[src/rtl/cnt_multi.sv]
// cnt_multi: multi-mode counter (up/down/bounce) with prescaler, one-shot/free-run, load and terminal flags
//   clk, rst      rising-edge clock, synchronous active-high reset
//   start/stop    arm (restart) / halt pulses; load/load_val parallel load
//   top, mode     terminal value; 0 up, 1 down, 2 bounce, 3 up
//   freerun       restart after terminal when set, else drop to idle
//   prescale      count advances every prescale+1 clocks
//   clr_it        clears sticky it
//   cnt, dir      count and direction (1 = down)
//   running       high in RUN; tc one-cycle terminal pulse; it sticky terminal flag
module cnt_multi #(
   parameter int WIDTH = 8,
   parameter int PRE_W = 16
) (
   input  logic             clk,
   input  logic             rst,
   input  logic             start,
   input  logic             stop,
   input  logic             load,
   input  logic [WIDTH-1:0] load_val,
   input  logic [WIDTH-1:0] top,
   input  logic [1:0]       mode,
   input  logic             freerun,
   input  logic [PRE_W-1:0] prescale,
   input  logic             clr_it,
   output logic [WIDTH-1:0] cnt,
   output logic             dir,
   output logic             running,
   output logic             tc,
   output logic             it
);
   typedef enum logic {IDLE, RUN} state_t;
   state_t           state;
   logic [PRE_W-1:0] pre;
   logic             tick, term, nxt_dir;
   logic [WIDTH-1:0] nxt_cnt;
   assign running = (state == RUN);
   assign tick    = (state == RUN) && (pre == prescale);
   // next count/direction if this cycle were a tick; mode 3 falls through to up
   always_comb begin
      nxt_cnt = cnt;
      nxt_dir = dir;
      term    = 1'b0;
      if (mode == 2'd1) begin
         nxt_dir = 1'b1;
         term    = (cnt == '0);
         nxt_cnt = term ? (freerun ? top : '0) : cnt - 1'b1;
      end else if (mode == 2'd2) begin
         if (!dir) begin
            if (cnt < top) nxt_cnt = cnt + 1'b1;
            else if (top == '0) term = 1'b1;
            else begin
               nxt_dir = 1'b1;
               nxt_cnt = cnt - 1'b1;
            end
         end else if (cnt != '0) nxt_cnt = cnt - 1'b1;
         else term = 1'b1;
         if (term) begin
            nxt_cnt = (freerun && top != '0) ? WIDTH'(1) : '0;
            nxt_dir = freerun ? 1'b0 : dir;
         end
      end else begin
         nxt_dir = 1'b0;
         term    = (cnt >= top);
         nxt_cnt = term ? (freerun ? '0 : cnt) : cnt + 1'b1;
      end
   end
   always_ff @(posedge clk) begin
      if (rst) begin
         state <= IDLE;
         pre   <= '0;
         cnt   <= '0;
         dir   <= 1'b0;
         tc    <= 1'b0;
         it    <= 1'b0;
      end else begin
         tc <= 1'b0;
         it <= it & ~clr_it;
         if (load) begin
            cnt <= load_val;
            pre <= '0;
         end else if (stop) begin
            state <= IDLE;
            pre   <= '0;
         end else if (start) begin
            state <= RUN;
            pre   <= '0;
            cnt   <= (mode == 2'd1) ? top : '0;
            dir   <= (mode == 2'd1);
         end else if (state == RUN) begin
            // a prescale below the current pre value lets pre run through its natural wrap
            pre <= tick ? '0 : pre + 1'b1;
            if (tick) begin
               cnt <= nxt_cnt;
               dir <= nxt_dir;
               if (term) begin
                  tc <= 1'b1;
                  it <= 1'b1;
                  if (!freerun) state <= IDLE;
               end
            end
         end
      end
   end
endmodule

[config.mk]
export PLATFORM = sky130hd
export DESIGN_NAME = cnt_multi
export DESIGN_NICKNAME = d
export VERILOG_FILES = /design/src/rtl/cnt_multi.sv
export SDC_FILE = /design/constraint.sdc
export NUM_CORES = 1
export LEC_CHECK = 0
export CAP_MARGIN = 20
export CORE_MARGIN = 8
export CORE_UTILIZATION = 30
export DETAILED_ROUTE_END_ITERATION = 8
export PLACE_DENSITY_LB_ADDON = 0.08
export SLEW_MARGIN = 0
export SYNTH_ARGS = -nofsm -noshare
export SYNTH_HDL_FRONTEND = slang
export SYNTH_SLANG_ARGS = --single-unit
[constraint.sdc]
create_clock -name clk -period 3.1 [get_ports clk]
set_input_delay 0.31 -clock clk [delete_from_list [all_inputs] [get_ports clk]]
set_output_delay 0.31 -clock clk [all_outputs]
set_load 0.02 [all_outputs]
Yosys cells after proc, flatten, opt, wreduce, memory -nomap -nowiden
Index checks and enable logic that the tools add are counted.
{"block": "totals", "ff_bits": 28, "inputBits": 41, "out_inout_bits": 12, "wordCells": 89}
{"block": "classes", "addsub": 3, "n_lt_le_gt_ge": 2, "n_eq_ne": 8, "n_mux": 50, "n_bitwise": 6, "reduce_logical": 14}
{"operator": "8-bit two-way mux", "count": 17}
{"operator": "1-bit two-way mux", "count": 32}
{"operator": "16-bit by 1-bit adder with 16-bit output, second input constant", "count": 1}
{"operator": "16-bit equality test", "count": 1}
{"operator": "8-bit logical NOT", "count": 2}
{"operator": "16-bit two-way mux", "count": 1}
{"operator": "8-bit nonzero test", "count": 2}
{"operator": "8-bit by 1-bit adder with 8-bit output, second input constant", "count": 1}
{"operator": "8-bit >= comparator", "count": 1}
{"operator": "8-bit less-than comparator", "count": 1}
{"operator": "8-bit by 6-bit inequality test with 1-bit output, second input constant", "count": 1}
{"operator": "8-bit by 1-bit subtractor with 8-bit output, second input constant", "count": 1}
{"operator": "7-bit by 4-bit inequality test with 1-bit output, second input constant", "count": 1}
{"operator": "6-bit by 5-bit inequality test with 1-bit output, second input constant", "count": 1}
{"operator": "6-bit AND reduction", "count": 1}
{"operator": "3-bit nonzero test", "count": 2}
{"operator": "6-bit OR reduction", "count": 1}
{"operator": "5-bit inequality test, second input constant", "count": 1}
{"operator": "1-bit NOT", "count": 5}
{"operator": "5-bit AND reduction", "count": 1}
{"operator": "2-bit nonzero test", "count": 2}
{"operator": "4-bit OR reduction", "count": 1}
{"operator": "2-bit by 1-bit equality test with 1-bit output, second input constant", "count": 1}
{"operator": "2-bit equality test, second input constant", "count": 1}
{"operator": "3 further kinds", "count": 4}

Logic depth before layout (Yosys ltp)
Gate-level depths: netlist (run 1).
{"block": "logic_depth", "depth_word": 14, "mapped_depth": 10, "ltp_nobuf": 9}

Least setup slack after synthesis (run 1)
Ideal clock, no wire load.
{"block": "synth_timing", "kind": "reg-to-reg", "from": "register cnt[1]", "to": "register cnt[3]", "setup_ns": 0.125, "arrival_time_ns": 2.489, "slack_ns": 0.486, "stages_incl_launch_ff": 10, "path_buffers": 1, "synth_period_minus_slack_ns": 2.614, "path_cell_list": "dfxtp_1 ha_1 nor2b_1 o31ai_1 a31oi_1 o2111a_1 o31ai_2 buf_6 mux2i_1 o22ai_1"}
{"block": "synth_between", "elab_chain_cells": 13, "elab_cells_between_ends": 29}
{"item": "start, declared", "line": "25", "source": "output logic [WIDTH-1:0] cnt,"}
{"item": "start signal, assigned", "line": "79", "source": "cnt <= load_val;"}
{"item": "start signal, assigned", "line": "87", "source": "cnt <= (mode == 2'd1) ? top : '0;"}
{"item": "start signal, assigned", "line": "93", "source": "cnt <= nxt_cnt;"}
{"item": "8-bit less-than comparator or 8-bit nonzero test (tied branches)", "line": "49, 55"}
{"item": "1-bit two-way mux, on equally long branches", "line": "49, 55"}
{"item": "1-bit two-way mux", "line": "48", "source": "if (!dir) begin"}
{"item": "1-bit two-way mux", "line": "47", "source": "end else if (mode == 2'd2) begin"}
{"item": "1-bit two-way mux", "line": "43", "source": "if (mode == 2'd1) begin"}
{"item": "8-bit two-way mux", "line": "57", "source": "if (term) begin"}
{"item": "8-bit two-way mux", "line": "47"}
{"item": "8-bit two-way mux", "line": "43"}
{"item": "8-bit two-way mux", "line": "92", "source": "if (tick) begin"}
{"item": "8-bit two-way mux", "line": "89", "source": "end else if (state == RUN) begin"}
{"item": "8-bit two-way mux", "line": "84", "source": "end else if (start) begin"}
{"item": "8-bit two-way mux", "line": "81", "source": "end else if (stop) begin"}
{"item": "8-bit two-way mux", "line": "78", "source": "if (load) begin"}
Parallel ways exist; a longest one is shown, timed or not. The select of a mux whose other input is x is not followed.
A chain may end at the register's enable or synchronous reset.

Worst setup path in the final report (run 1)
{"block": "layout_timing", "from": "input top[1]", "to": "register dir"}
{"block": "layout_between", "elab_chain_cells": 12, "elab_cells_between_ends": 18}
{"item": "start, declared", "line": "20", "source": "input logic [WIDTH-1:0] top,"}
{"item": "parallel branches: the longest is 12 deep, another holds 8-bit less-than comparator"}
{"item": "end signal, assigned", "line": "88", "source": "dir <= (mode == 2'd1);"}
{"item": "end signal, assigned", "line": "94", "source": "dir <= nxt_dir;"}
{"item": "end, declared", "line": "26", "source": "output logic dir,"}
Parallel ways; which one is timed is not known. The select of a mux whose other input is x is not followed.

==> summary.txt, run 1 <==
Clocking
  – CTS Hold Bufs: 0
  – Clock-pin slew on the worst setup and hold paths: ~0.1 ns
  – Clock insertion delay at the later pin of the skew report: between 0.2 and 0.3 ns
  – CTS tree: yes
  – Cts bufs inserted: 3
  – H-tree levels: 1
  – Root Driver: clkbuf_8
  – Setup bufs post-CTS: 0
  – Num Clock Sinks: 28
  – Maximum buffer depth of the clock tree: 2
  – Post-cts resize count: 0

Logic synthesis
  – Synth area leaders: dfxtp_1 22%, xor2_1 8.6%, ha_1 5.9%
  – Mapped Nets: just under 400
  – Syn Area/Cell: 7.52 sq um
  – Dominant synthesized flop cell: dfxtp_1
  – Post-synthesis async set-or-reset flop share: 0
  – Yosys warning count: 0
  – EDFF count, synth: 0
  – Mapped Cells: approximately 340
  – Post-Syn Area: approximately 2500 sq um
  – Count of state elements after synthesis: 28
  – Sequential area share after synthesis: 0.220
  – Cell taking the most area after synthesis: dfxtp_1
  – Post-synthesis cell type count: 61
  – Area share of the largest cell type after synthesis: 0.220

Floorplanning
  – Starting Density: 0.309
  – Core Footprint: slightly above 8000 sq um
  – Die H: ~110 um
  – Die area: around 12000 sq um
  – I/O pins: between 50 and 60
  – DIE WIDTH: approximately 110 um
  – Row count: 33

Critical path
  – Worst reg2reg path endpoint: dir
  – Worst-path maximum fanout: 10
  – Worst Setup Path Type: primary input to register
  – CP startpoint: top[1]
  – Critical Path AT: slightly below 3 ns
  – Worst reg-to-reg setup slack: between 0.5 and 0.6 ns
  – CP required: between 3 and 4 ns
  – Worst setup path endpoint: dir
  – CP endpoint kind: register
  – Cell count of the worst reg-to-reg path: 8
  – CP Launch Type: primary input
  – FF-to-FF Start: cnt[1]

GRT
  – Total global-route track usage: 0.151
  – Overflow after GRT: 0
  – GR Layer Usage met2: 0.231
  – Number of global-route vias before repair: about 2700
  – Largest net degree at the start of global routing: 16
  – M1 GR Usage: 0.216
  – Grt peak-use layer: met2
  – Global-route wire length before repair: 14100 um
  – M3 GR Usage: 0.0291
  – Initial antenna violation count: 0

Power
  – PD cells: around 300 nW/um^2
  – Cell leakage power: 1.28 nW
  – Tot Pwr: 1.02 mW
  – Max rail drop VDD: 0.215 mV

Placement
  – IO Port Bufs: 52
  – DPL Wire Length: 7150 um
  – RD Place Congestion: between 0.8 and 0.9
  – Placed cell areas: approximately 3300 sq um

Timing
  – Max_slew headroom: 0.594
  – Number of setup violations in the final report: 0
  – Fmax: about 360 MHz
  – RSZ-0062 raised after global routing: no
  – Period Utilization, post-route: 0.901
  – Final hold viol count: 0
  – Setup TNS Final: 0 ns
  – Post-route clock skew: about 0.0055 ns
  – Final Slew Violations: 0
  – Worst Tran Pin Value: 0.604 ns
  – Fin crit period: ~2.8 ns
  – WHS: approximately 0.5 ns

Worst hold path
  – Worst Hold Class: register to register
  – Hold Startpoint: it

Finish
  – Nets: 459
  – Final instance area: between 3000 and 4000 sq um
  – Post-layout util: 0.409
  – Layout cells sized above 1: 0.0938
  – Ant. Diodes: 0
  – Area Overhead vs Synth: 32.3%
  – Area of the multi-input gates: ~1800 sq um
  – Most frequent cells in the layout: 52 x clkdlybuf4s50_1, 30 x nor2_1, 28 x dfxtp_1, 27 x nand2_1, 27 x buf_4
  – Layout fillers: ~850
  – Seq. cell area: 561 sq um
  – Most common cell after layout, fill and taps aside: clkdlybuf4s50_1

Routing
  – DR WL/cell: ~17 um
  – Vias: 2738
  – Initial DRC count: ~130
  – Final antenna-violating net count: 0
  – WL final: ~8800 um
  – TritonRoute pass-1 iters: 4
  – Via/cell ratio: roughly 5.4
  – # DRC: 0

Outcome
  – Status: finished, final reports clean

Flow run
  – Max Cap Viol: 0
## power by group
group          leakage, nW  switching (mW)  internal, mW  total (mW)
clock network       0.0288           0.116         0.114       0.230
logic                 1.03           0.213         0.189       0.402
registers            0.228          0.0145         0.370       0.385
## layout make-up
cell class | count | area share
Multi-Input combinational cell | 273 | 0.540
Clock buffer | 4 | 0.0164
Inverter | 21 | 0.0234
Sequential cell | 28 | 0.167
Tap cell | 105 | 0.0390
Timing Repair Buffer | 79 | 0.215
## cells by family after synthesis
family	after synthesis	share of synthesized area
and+or+nand+nor	130	0.266
AOI/OAI and AO/OA	89	0.243
xor gates and xnor gates	40	0.138
buffers and inverters	37	0.0655
DFF	28	0.220
adders and majority gates	12	0.0591
muxes	2	0.00787
## registers in the layout, summed over array words and instances (netlist names)
register / count
cnt: 8
pre: 16
dir: 1
tc: 1
it: 1
running: 1
## Yosys cell counts, drive strengths merged, types with 2 or more instances
master	number
clkbuf	9
or4	2
mux2i	2
nand2b	5
and3	6
o211ai	3
o21a	4
xnor2	15
and4	2
dfxtp	28
a21o	2
a221oi	2
nor3b	2
o21ai	23
ha	12
nand2	27
o31ai	5
nand3	15
nor4b	3
nor3	9
a31oi	14
nor2b	3
a31o	2
a32oi	2
or2	2
xor2	25
buf	7
nor4	8
a311oi	3
inv	21
or3	2
a21oi	13
a211oi	2
nor2	30
nand4	10
## per-layer routing
layer / part of all wire / routed length (um)
met1: 0.48 / 4270
met2: 0.45 / 3940
met3: 0.064 / 562
met4: 0.0053 / 47
met5: 0 / 0
## worst min path at each step
stage / to / slack, ns / cells after the start
finish: it / 0.50 / 1
detailed placement: it / 0.47 / 1
floorplan: cnt[4] / 0.38 / 1
global route: it / 0.53 / 1
global placement: it / 0.48 / 1
CTS: it / 0.51 / 1
## critical path: stages
cell and delay, ns:
clkdlybuf4s50_1 0.48, inv_1 0.05, ha_1 0.29, nor2b_1 0.14, o31ai_1 0.41, a2111o_1 0.23
o211ai_2 0.22, or3_1 0.42, a21o_1 0.16, a221oi_1 0.26
## through the flow
step                instances  setup slack, ns
finish                    510            0.308
global route              510           0.0679
CTS                       510            0.340
detailed placement        506           0.0496
global placement          506           0.0888
floorplan                 338            0.486
Note: power is estimated with default switching activity, not from simulation.
==> run 2: changes to the inputs <==
==> constraint.sdc (replaced) <==
create_clock -name clk -period 2.6 [get_ports clk]
set_input_delay 0.26 -clock clk [delete_from_list [all_inputs] [get_ports clk]]
set_output_delay 0.26 -clock clk [all_outputs]
set_load 0.02 [all_outputs]
==> summary.txt, run 2 (synthesis gave the netlist of run 1 again) <==
Outcome
  – Status: finished, final reports clean

Timing
  – Max_slew headroom: 0.667 (+0.0729)
  – Number of setup violations in the final report: 0 (unchanged)
  – WHS: 0.506 ns (+0.00593 ns)
  – Fin crit period: between 2 and 3 ns
  – Period Utilization, post-route: 0.972
  – Fmax: roughly 400 MHz
  – Final Slew Violations: 0 (unchanged)
  – Post-route clock skew: 0.00681 ns (+0.00127 ns)
  – Worst Tran Pin Value: 0.495 ns (-0.109 ns)
  – Setup TNS Final: 0 ns (unchanged)
  – Final hold viol count: 0 (unchanged)

Placement
  – DPL Wire Length: 7760 um (+8.4%)
  – IO Port Bufs: 52 (unchanged)
  – RD Place Congestion: 0.965 (+12%)

Critical path
  – CP required: 2.76 ns (-0.52 ns)
  – CP Launch Type: primary input
  – Buffers & Inverters on Critical Path: 4 (+2)
  – Worst Setup Path Type: primary input to register
  – CP delay by family, top: compound AO/OA/AOI/OAI gates
  – Critical Path AT: 2.68 ns (-0.29 ns)
  – Worst-path maximum fanout: 6 (-4)
  – CP max stage delay: 0.47 ns (about the same)
  – Worst path cell trace: clkdlybuf4s50_1 -> inv_1 -> ha_4 -> nand4_1 -> buf_4 -> a2111o_1 -> o211ai_2 -> buf_6 -> a211oi_1 -> o32ai_2 -> a31oi_1
  – CP endpoint kind: register
  – Critical path's slowest cell: clkdlybuf4s50_1

GRT
  – Overflow after GRT: 0 (unchanged)
  – Number of global-route vias before repair: 2913 (+8.0%)
  – Largest net degree at the start of global routing: 17 (+1)
  – Global-route wire length before repair: 15100 um (+6.7%)
  – Initial antenna violation count: 0 (unchanged)
  – Total global-route track usage: 0.162 (+0.0111)

Finish
  – Nets: 489 (+6.5%)
  – Seq. cell area: 566 sq um (+0.89%)
  – Most frequent cells in the layout: 53 x buf_4, 51 x clkdlybuf4s50_1, 28 x nor2_1, 26 x nand2_1, 26 x dfxtp_1
  – Post-layout util: 0.456 (+0.0466)
  – Area of the multi-input gates: 1930 sq um (+6.4%)
  – Largest register FFs: 16 (unchanged)
  – Area Overhead vs Synth: 47.4%
  – Top flop regs: pre (16), cnt (8)
  – Layout cells sized above 1: 0.200 (+0.106)
  – Largest Register: pre
  – Ant. Diodes: 0 (unchanged)
  – Most common cell after layout, fill and taps aside: buf_4
  – Layout fillers: 849 (-0.47%)

Clocking
  – CTS tree: yes
  – CTS Hold Bufs: 0 (unchanged)
  – Clock insertion delay at the later pin of the skew report: 0.27 ns (about the same)
  – Num Clock Sinks: 28 (unchanged)
  – Cts bufs inserted: 3 (unchanged)
  – Root Driver: clkbuf_8
  – H-tree levels: 1 (unchanged)
  – Maximum buffer depth of the clock tree: 2 (unchanged)
  – Clock-pin slew on the worst setup and hold paths: 0.10 ns (about the same)

Routing
  – TritonRoute pass-1 iters: 4 (unchanged)
  – Via/cell ratio: 5.32 (-0.86%)
  – # DRC: 0 (unchanged)
  – Initial DRC count: 178 (+40%)
  – Vias: 2874 (+5.0%)
  – DR WL/cell: 17.7 um (+2.7%)
  – WL final: 9580 um (+8.8%)
  – Final antenna-violating net count: 0 (unchanged)

Power
  – Register share of total power: 0.334 (-0.044)
  – Comb power frac: 0.417 (+0.021)
  – PD cells: 367 nW/um^2 (+21%)
  – NetSw: 0.443 mW (+29%)
  – Sw frac: 0.322 (-0.0162)
  – Int Power: 0.931 mW (+38%)
  – Cell leakage power: 1.46 nW (+14%)
  – Max rail drop VDD: 0.280 mV (+30%)
  – Tot Pwr: 1.37 mW (+35%)
  – Power share of the clock group: 0.249 (+0.023)

Flow run
  – Max Cap Viol: 0 (unchanged)

Floorplanning
  – DIE WIDTH: 108 um (unchanged)
  – I/O pins: 53 (unchanged)
  – Row count: 33 (unchanged)
  – Starting Density: 0.309 (unchanged)
  – Die area: 11700 sq um (unchanged)
  – Core Footprint: 8220 sq um (unchanged)
  – Die H: 108 um (unchanged)

Worst hold path
  – Worst Hold Class: register to register
run 2: changes by cell type in the layout (fill, tap and decap cells not counted), sizes merged:
cell / before / now
bufinv: 0 / 1
buf: 27 / 57
clkdlybuf4s50: 52 / 51
dlymetal6s2s: 0 / 1
clkbuf: 4 / 3
run 2: cell type report:
| class | count | share of cell area |
|---|---|---|
| multi-input combinational | 273 | 0.516 |
| timing repair buffer | 109 | 0.258 |
| sequential | 28 | 0.151 |
| tap | 105 | 0.0351 |
| inverter | 21 | 0.0210 |
| clock buffer | 3 | 0.0110 |
| clock inverter | 1 | 0.00801 |
run 2: power groups by stage:
stage | Combinational [mW] | Clock, mW | Sequential (mW)
6_report | 0.573 | 0.342 | 0.460
4_1_cts | 0.531 | 0.354 | 0.458
3_3_place_gp | 0.524 | 0 | 0.468
5_1_grt | 0.623 | 0.366 | 0.461
3_5_place_dp | 0.525 | 0 | 0.468
2_1_floorplan | 0.246 | 0 | 0.484
run 2: path summary, 6_finish.rpt:
check	from	endpoint	slack (ns)	cells after the start
max reg2reg	pre[8]	cnt[3]	0.15	8
max	top[5]	cnt[2]	0.07	11
min reg2reg	it	it	0.51	1
min	it	it	0.51	1
run 2: layer usage:
metal	wire length [um]	up-vias	GRT usage
met4	65	0	0.0357
met1	4640	1343	0.226
met3	624	6	0.0297
li1	-	1435	-
met2	4250	90	0.251
met5	0	-	0
run 2: repair_timing:
action / in CTS / in global routing
endpoints found under the hold margin: 0 / 0
buffers inserted: 0 / 4
endpoints found under the setup margin: 5 / 10
gates cloned: 0 / 1
resized for setup: 2 / 25
pin swaps: 0 / 8
run 2: stage by stage:
step,std cells,setup WS (ns),cell area [sq um]
after floorplan,338,0.0359,2540
after global placement,531,-0.320,3510
after detailed placement,531,-0.319,3510
after CTS,535,0.0361,3590
after global routing,540,-0.0438,3750
final,540,0.0734,3750
